[src/rtl/spi_flash_ctrl_pkg.sv]
// Shared constants for the push-button SPI flash reader: opcodes and FSM state encodings.
package spi_flash_ctrl_pkg;

    localparam logic [7:0] OPC_WAKE = 8'hAB;
    localparam logic [7:0] OPC_READ = 8'h03;

    typedef logic [2:0] state_t;

    localparam state_t ST_IDLE = 3'd0;
    localparam state_t ST_WAKE = 3'd1;
    localparam state_t ST_GAP  = 3'd2;
    localparam state_t ST_CMD  = 3'd3;
    localparam state_t ST_DATA = 3'd4;
    localparam state_t ST_DONE = 3'd5;

endpackage

[src/rtl/spi_flash_debounce.sv]
// Button conditioner: 2-FF synchroniser, stability counter and a one-cycle pulse on each accepted press.
module spi_flash_debounce #(
    parameter int DEBOUNCE_CYCLES = 16
) (
    input  logic i_clk,
    input  logic i_rst,
    input  logic i_btn_n,
    output logic o_press
);

    localparam logic [6:0] CNT_LAST = 7'(DEBOUNCE_CYCLES - 1);

    logic       sync_q1;
    logic       sync_q2;
    logic       level;
    logic [6:0] cnt;

    // The counter only runs while the synchronised input disagrees with the accepted level,
    // so any glitch shorter than DEBOUNCE_CYCLES samples restarts it from zero.
    always_ff @(posedge i_clk or posedge i_rst) begin
        if (i_rst) begin
            sync_q1 <= 1'b1;
            sync_q2 <= 1'b1;
            level   <= 1'b1;
            cnt     <= '0;
            o_press <= 1'b0;
        end else begin
            sync_q1 <= i_btn_n;
            sync_q2 <= sync_q1;
            o_press <= 1'b0;
            if (sync_q2 == level) begin
                cnt <= '0;
            end else if (cnt == CNT_LAST) begin
                level   <= sync_q2;
                cnt     <= '0;
                o_press <= ~sync_q2;
            end else begin
                cnt <= cnt + 7'd1;
            end
        end
    end

endmodule

[src/rtl/spi_flash_ctrl.sv]
// Push-button SPI NOR reader: wakes the flash (0xAB), then streams READ_LEN bytes from READ_ADDR (0x03).
module spi_flash_ctrl
    import spi_flash_ctrl_pkg::*;
#(
    parameter int          DEBOUNCE_CYCLES = 16,
    parameter int          SCK_DIV         = 1,
    parameter logic [23:0] READ_ADDR       = 24'h000000,
    parameter int          READ_LEN        = 4,
    parameter int          CS_GAP_CYCLES   = 8
) (
    input  logic       i_clk,
    input  logic       i_rst,
    input  logic       i_btn,
    output logic       o_spi_cs_n,
    output logic       o_spi_clk,
    output logic       o_spi_mosi,
    input  logic       i_spi_miso,
    output logic [7:0] o_data,
    output logic       o_data_valid,
    output logic       o_busy,
    output state_t     o_dbg_state
);

    localparam int                 DIV_W     = $clog2(SCK_DIV) + 1;
    localparam logic [DIV_W-1:0]   DIV_LAST  = DIV_W'(SCK_DIV - 1);
    localparam int                 GAP_W     = $clog2(CS_GAP_CYCLES) + 1;
    localparam logic [GAP_W-1:0]   GAP_LAST  = GAP_W'(CS_GAP_CYCLES - 1);
    localparam logic [8:0]         LAST_BYTE = 9'(READ_LEN - 1);

    state_t             state;
    logic               press;
    logic               lead;
    logic [31:0]        tx;
    logic [6:0]         rx;
    logic [5:0]         bit_cnt;
    logic [8:0]         byte_cnt;
    logic [DIV_W-1:0]   div_cnt;
    logic [GAP_W-1:0]   gap_cnt;
    logic               half_done;
    logic [7:0]         rx_next;

    spi_flash_debounce #(
        .DEBOUNCE_CYCLES(DEBOUNCE_CYCLES)
    ) u_debounce (
        .i_clk  (i_clk),
        .i_rst  (i_rst),
        .i_btn_n(i_btn),
        .o_press(press)
    );

    assign half_done   = (div_cnt == DIV_LAST);
    assign rx_next     = {rx, i_spi_miso};
    assign o_dbg_state = state;

    // o_data_valid is a one-cycle strobe with no back-pressure: the consumer must take o_data
    // on the cycle the strobe is high, the next byte overwrites it regardless.
    always_ff @(posedge i_clk or posedge i_rst) begin
        if (i_rst) begin
            state        <= ST_IDLE;
            o_spi_cs_n   <= 1'b1;
            o_spi_clk    <= 1'b0;
            o_spi_mosi   <= 1'b0;
            o_data       <= 8'h00;
            o_data_valid <= 1'b0;
            o_busy       <= 1'b0;
            lead         <= 1'b0;
            tx           <= '0;
            rx           <= '0;
            bit_cnt      <= '0;
            byte_cnt     <= '0;
            div_cnt      <= '0;
            gap_cnt      <= '0;
        end else begin
            o_data_valid <= 1'b0;
            case (state)
                ST_IDLE: begin
                    o_spi_cs_n <= 1'b1;
                    o_spi_clk  <= 1'b0;
                    o_spi_mosi <= 1'b0;
                    if (press) begin
                        state      <= ST_WAKE;
                        o_busy     <= 1'b1;
                        o_spi_cs_n <= 1'b0;
                        lead       <= 1'b1;
                        tx         <= {OPC_WAKE, 24'h000000};
                        bit_cnt    <= '0;
                        div_cnt    <= '0;
                    end
                end

                ST_GAP: begin
                    if (gap_cnt == GAP_LAST) begin
                        state      <= ST_CMD;
                        o_spi_cs_n <= 1'b0;
                        lead       <= 1'b1;
                        tx         <= {OPC_READ, READ_ADDR};
                        bit_cnt    <= '0;
                        div_cnt    <= '0;
                    end else begin
                        gap_cnt <= gap_cnt + GAP_W'(1);
                    end
                end

                // Lead cycle: CS_n already low, first bit goes onto MOSI for the coming low half.
                ST_WAKE, ST_CMD, ST_DATA: begin
                    if (lead) begin
                        lead       <= 1'b0;
                        o_spi_mosi <= tx[31];
                        tx         <= {tx[30:0], 1'b0};
                    end else if (!half_done) begin
                        div_cnt <= div_cnt + DIV_W'(1);
                    end else if (!o_spi_clk) begin
                        div_cnt   <= '0;
                        o_spi_clk <= 1'b1;
                    end else begin
                        // End of the high half: sample MISO, drop SCK, present the next MOSI bit.
                        div_cnt    <= '0;
                        o_spi_clk  <= 1'b0;
                        rx         <= rx_next[6:0];
                        bit_cnt    <= bit_cnt + 6'd1;
                        o_spi_mosi <= tx[31];
                        tx         <= {tx[30:0], 1'b0};
                        case (state)
                            ST_WAKE: begin
                                if (bit_cnt == 6'd7) begin
                                    state      <= ST_GAP;
                                    o_spi_cs_n <= 1'b1;
                                    o_spi_mosi <= 1'b0;
                                    gap_cnt    <= '0;
                                end
                            end
                            ST_CMD: begin
                                if (bit_cnt == 6'd31) begin
                                    state      <= ST_DATA;
                                    o_spi_mosi <= 1'b0;
                                    bit_cnt    <= '0;
                                    byte_cnt   <= '0;
                                end
                            end
                            default: begin
                                o_spi_mosi <= 1'b0;
                                if (bit_cnt == 6'd7) begin
                                    bit_cnt      <= '0;
                                    o_data       <= rx_next;
                                    o_data_valid <= 1'b1;
                                    if (byte_cnt == LAST_BYTE) begin
                                        state      <= ST_DONE;
                                        o_spi_cs_n <= 1'b1;
                                    end else begin
                                        byte_cnt <= byte_cnt + 9'd1;
                                    end
                                end
                            end
                        endcase
                    end
                end

                ST_DONE: begin
                    o_spi_cs_n <= 1'b1;
                    o_spi_clk  <= 1'b0;
                    o_busy     <= 1'b0;
                    state      <= ST_IDLE;
                end

                default: begin
                    state      <= ST_IDLE;
                    o_spi_cs_n <= 1'b1;
                    o_spi_clk  <= 1'b0;
                    o_spi_mosi <= 1'b0;
                    o_busy     <= 1'b0;
                end
            endcase
        end
    end

endmodule

[config.mk]
export PLATFORM = sky130hd
export DESIGN_NAME = spi_flash_ctrl
export DESIGN_NICKNAME = d
export VERILOG_FILES = /design/src/rtl/spi_flash_ctrl_pkg.sv /design/src/rtl/spi_flash_debounce.sv /design/src/rtl/spi_flash_ctrl.sv
export SDC_FILE = /design/constraint.sdc
export NUM_CORES = 1
export LEC_CHECK = 0
export BUFFER_PORTS_ARGS = -buffer_cell sky130_fd_sc_hd__buf_4
export CORE_MARGIN = 10
export CORE_UTILIZATION = 54
export CTS_BUF_LIST = sky130_fd_sc_hd__clkbuf_4 sky130_fd_sc_hd__clkbuf_8 sky130_fd_sc_hd__clkbuf_16
export DETAILED_ROUTE_END_ITERATION = 8
export GPL_ROUTABILITY_DRIVEN = 0
export HOLD_SLACK_MARGIN = 0.06
export PLACE_DENSITY = 0.84
export SKIP_CTS_REPAIR_TIMING = 1
export SLEW_MARGIN = 25
export SYNTH_ARGS = -nofsm -noshare
export SYNTH_HDL_FRONTEND = slang
export SYNTH_SLANG_ARGS = --single-unit
[constraint.sdc]
create_clock -name i_clk -period 1.95 [get_ports i_clk]
set_input_delay 0.195 -clock i_clk [delete_from_list [all_inputs] [get_ports i_clk]]
set_output_delay 0.195 -clock i_clk [all_outputs]
set_load 0.01 [all_outputs]
==> reports/results.ini <==
[outcome]
outcome=complete, but fails checks
violations=negative setup slack

[sta]
hold_viol_final=0
rsz0062_at_grt=true
fmax_mhz=500
setup_violations=6
final.setup.worst_slack_ns=-0.0514
skew_ns=0.00773
tns_ns=-0.152
finalCritPeriodShare_pct=103
slew-limit-headroom_pct=59.6
slew_violations=0
fin_crit_ns=2.00
worst_pin_slew_ns=0.605

[critical_path]
end_kind=flop
cp-start-kind=flop
worstSetupPathType=reg2reg
cp.arrival_ns=2.28
crit_required_ns=2.23
cp_max_fo=6

[synth]
synth_edf_count=0
ys_ff_latch=62
ys_seq_area_share_pct=51.8
yosys_warnings=0
async_flop_share_pct=100
netlist_instances=307
avgSynthCellArea_um2=9.79
synth_nets=315
synth_ff_type=dfrtp_1
synth_cell_types=51
netlist_area_um2=3000

[clock_network]
numCtsBuffers=9
cts.clk_slew.worst_paths_ns=0.07
htree_levels=3
root_buffer=clkbuf_8
clock_latency_ns=0.35
cts.sinks=62
cts_tree=done
clockBufferDepth=2

[routing]
post-route-drc-count=0
vias=2664
drt-initial-drc-count=209
drt_wl_total_um=7710
routedWlPerCell_um=17.5
dr.pass1.iters=7
detail_route.vias_per_cell=6.04
antenna_left=0

[floorplan]
fp.dieH_um=94.6
die_w_um=94.6
start_util_pct=55.2
io_pins=20
die-area_um2=8950
core-area_um2=5440
rows=27

[final_layout]
final_common_cell=dfrtp_1
areaGrowthSynthToFinish_pct=29.2
nNetsFinal=373
multi_input_area_um2=1510
final-seq-area_um2=1560
nFillCells=372
drive_above_1_share_pct=31.2
final_cell_mix=dfrtp_1 (57), buf_4 (53), nand2_1 (50), o21ai_1 (19), nor2_1 (17)
n_antenna_cell=0

[place]
dp_hpwl_um=4990
post-place-ws_ns=-0.0362
portBuffers=19

[power_and_ir_drop]
p_per_area_nw_per_um2=656
ir_drop_v=0.000571
p_leak_nw=1.78

[global_routing]
grt_pass1_vias=2621
antenna_found_initial=0
overflow=0
grtUsageMet1_pct=20.5
met2_usage_pct=28.1
grt_max_degree=30
grt_pass1_wl_um=12200
grtUsageMet3_pct=4.92
grt_most_used_layer=met2
track_usage_pct=17.0

[worst_hold_path]
hp-class=in2reg

[job]
drv_cap=0

-- worst max-delay path, cell delays in order (launching register included) --
cell and delay (ns):
dfrtp_1 0.40, ha_4 0.17, and3b_2 0.21, o211ai_1 0.15
buf_4 0.18, o21ba_4 0.22, or4_4 0.48, a21oi_2 0.13
-- path summary, 6_finish.rpt --
path                               startpoint                  to  slack [ns]  depth (start not counted)
max                                bit_cnt[0]         byte_cnt[5]       -0.05                          7
min                                i_spi_miso               rx[0]        0.05                          3
max reg2reg                        bit_cnt[0]         byte_cnt[5]       -0.05                          7
min reg2reg                u_debounce.sync_q1  u_debounce.sync_q2        0.36                          0
max in group asynchronous               i_rst          bit_cnt[3]        0.83                          4
min in group asynchronous               i_rst  u_debounce.o_press        0.48                          3
-- power by group --
group	internal (W)	leakage [nW]	total, W	switching [W]
clock	0.000686	0.104	0.00120	0.000510
combinational	0.0000175	0.829	0.0000508	0.0000333
sequential	0.00129	0.843	0.00130	0.00000546
-- cells by family after synthesis --
group / Yosys count / share of synthesized area, %
adders and majority gates: 4 / 1.67
DFF: 62 / 51.8
xor gates and xnor gates: 5 / 1.46
and+or+nand+nor: 125 / 21.4
AOI/OAI and AO/OA: 83 / 17.5
buffers and inverters: 19 / 2.87
muxes: 9 / 3.37
-- final cells by class --
cell class	instances	area share [%]
Timing Repair Buffer	60	12.9
Sequential cell	62	40.1
Tap cell	72	2.32
Clock inverter	3	1.10
Clock buffer	12	4.25
Multi-Input combinational cell	227	38.8
Inverter	5	0.483
-- synth_stat cells (4+ instances only) --
library cell  instances  share of area, %
inv_1                 5              0.62
o21ai_0               9               1.5
and3_1                5               1.0
nand4_1               4              0.83
clkbuf_1              5              0.62
mux2_1                8               3.0
ha_1                  4               1.7
dfstp_2               4               3.5
nor3_1                5              0.83
nand2_1              50               6.2
nor2b_1               5               1.0
o22ai_1               5               1.0
nor2_1               17               2.1
o21ai_1              22               3.7
buf_2                 6               1.0
nand2b_1              7               1.5
or4_1                 7               1.7
nand3_1               9               1.5
a21oi_1              15               2.5
dfrtp_1              58                48
o31ai_1               9               2.2
-- layer usage --
metal | vias up | wire, um
met5 | - | 0
li1 | 1230 | -
met4 | 0 | 158
met3 | 18 | 453
met1 | 1312 | 3320
met2 | 104 | 3780
-- flip-flops by register name, indices dropped and copies added (netlist names), 3 cells and up --
register and count:
byte_cnt 9, o_data 8, tx 8, rx 7, u_debounce.cnt 7, bit_cnt 6, gap_cnt 4, o_dbg_state 3
-- through the flow --
stage | std cells | utilization [%] | hold WS, ns | cell area (um2) | total power (W)
4_1_cts | 432 | 67.4 | -0.0606 | 3660 | 0.00255
3_5_place_dp | 417 | 63.6 | 0.304 | 3460 | 0.00137
6_report | 441 | 71.4 | 0.0534 | 3880 | 0.00255
3_3_place_gp | 417 | 63.6 | 0.295 | 3460 | 0.00137
2_1_floorplan | 307 | - | 0.199 | 3010 | 0.00135
5_1_grt | 441 | 71.4 | 0.0821 | 3880 | 0.00261
Note: power is estimated with default switching activity, not from simulation.
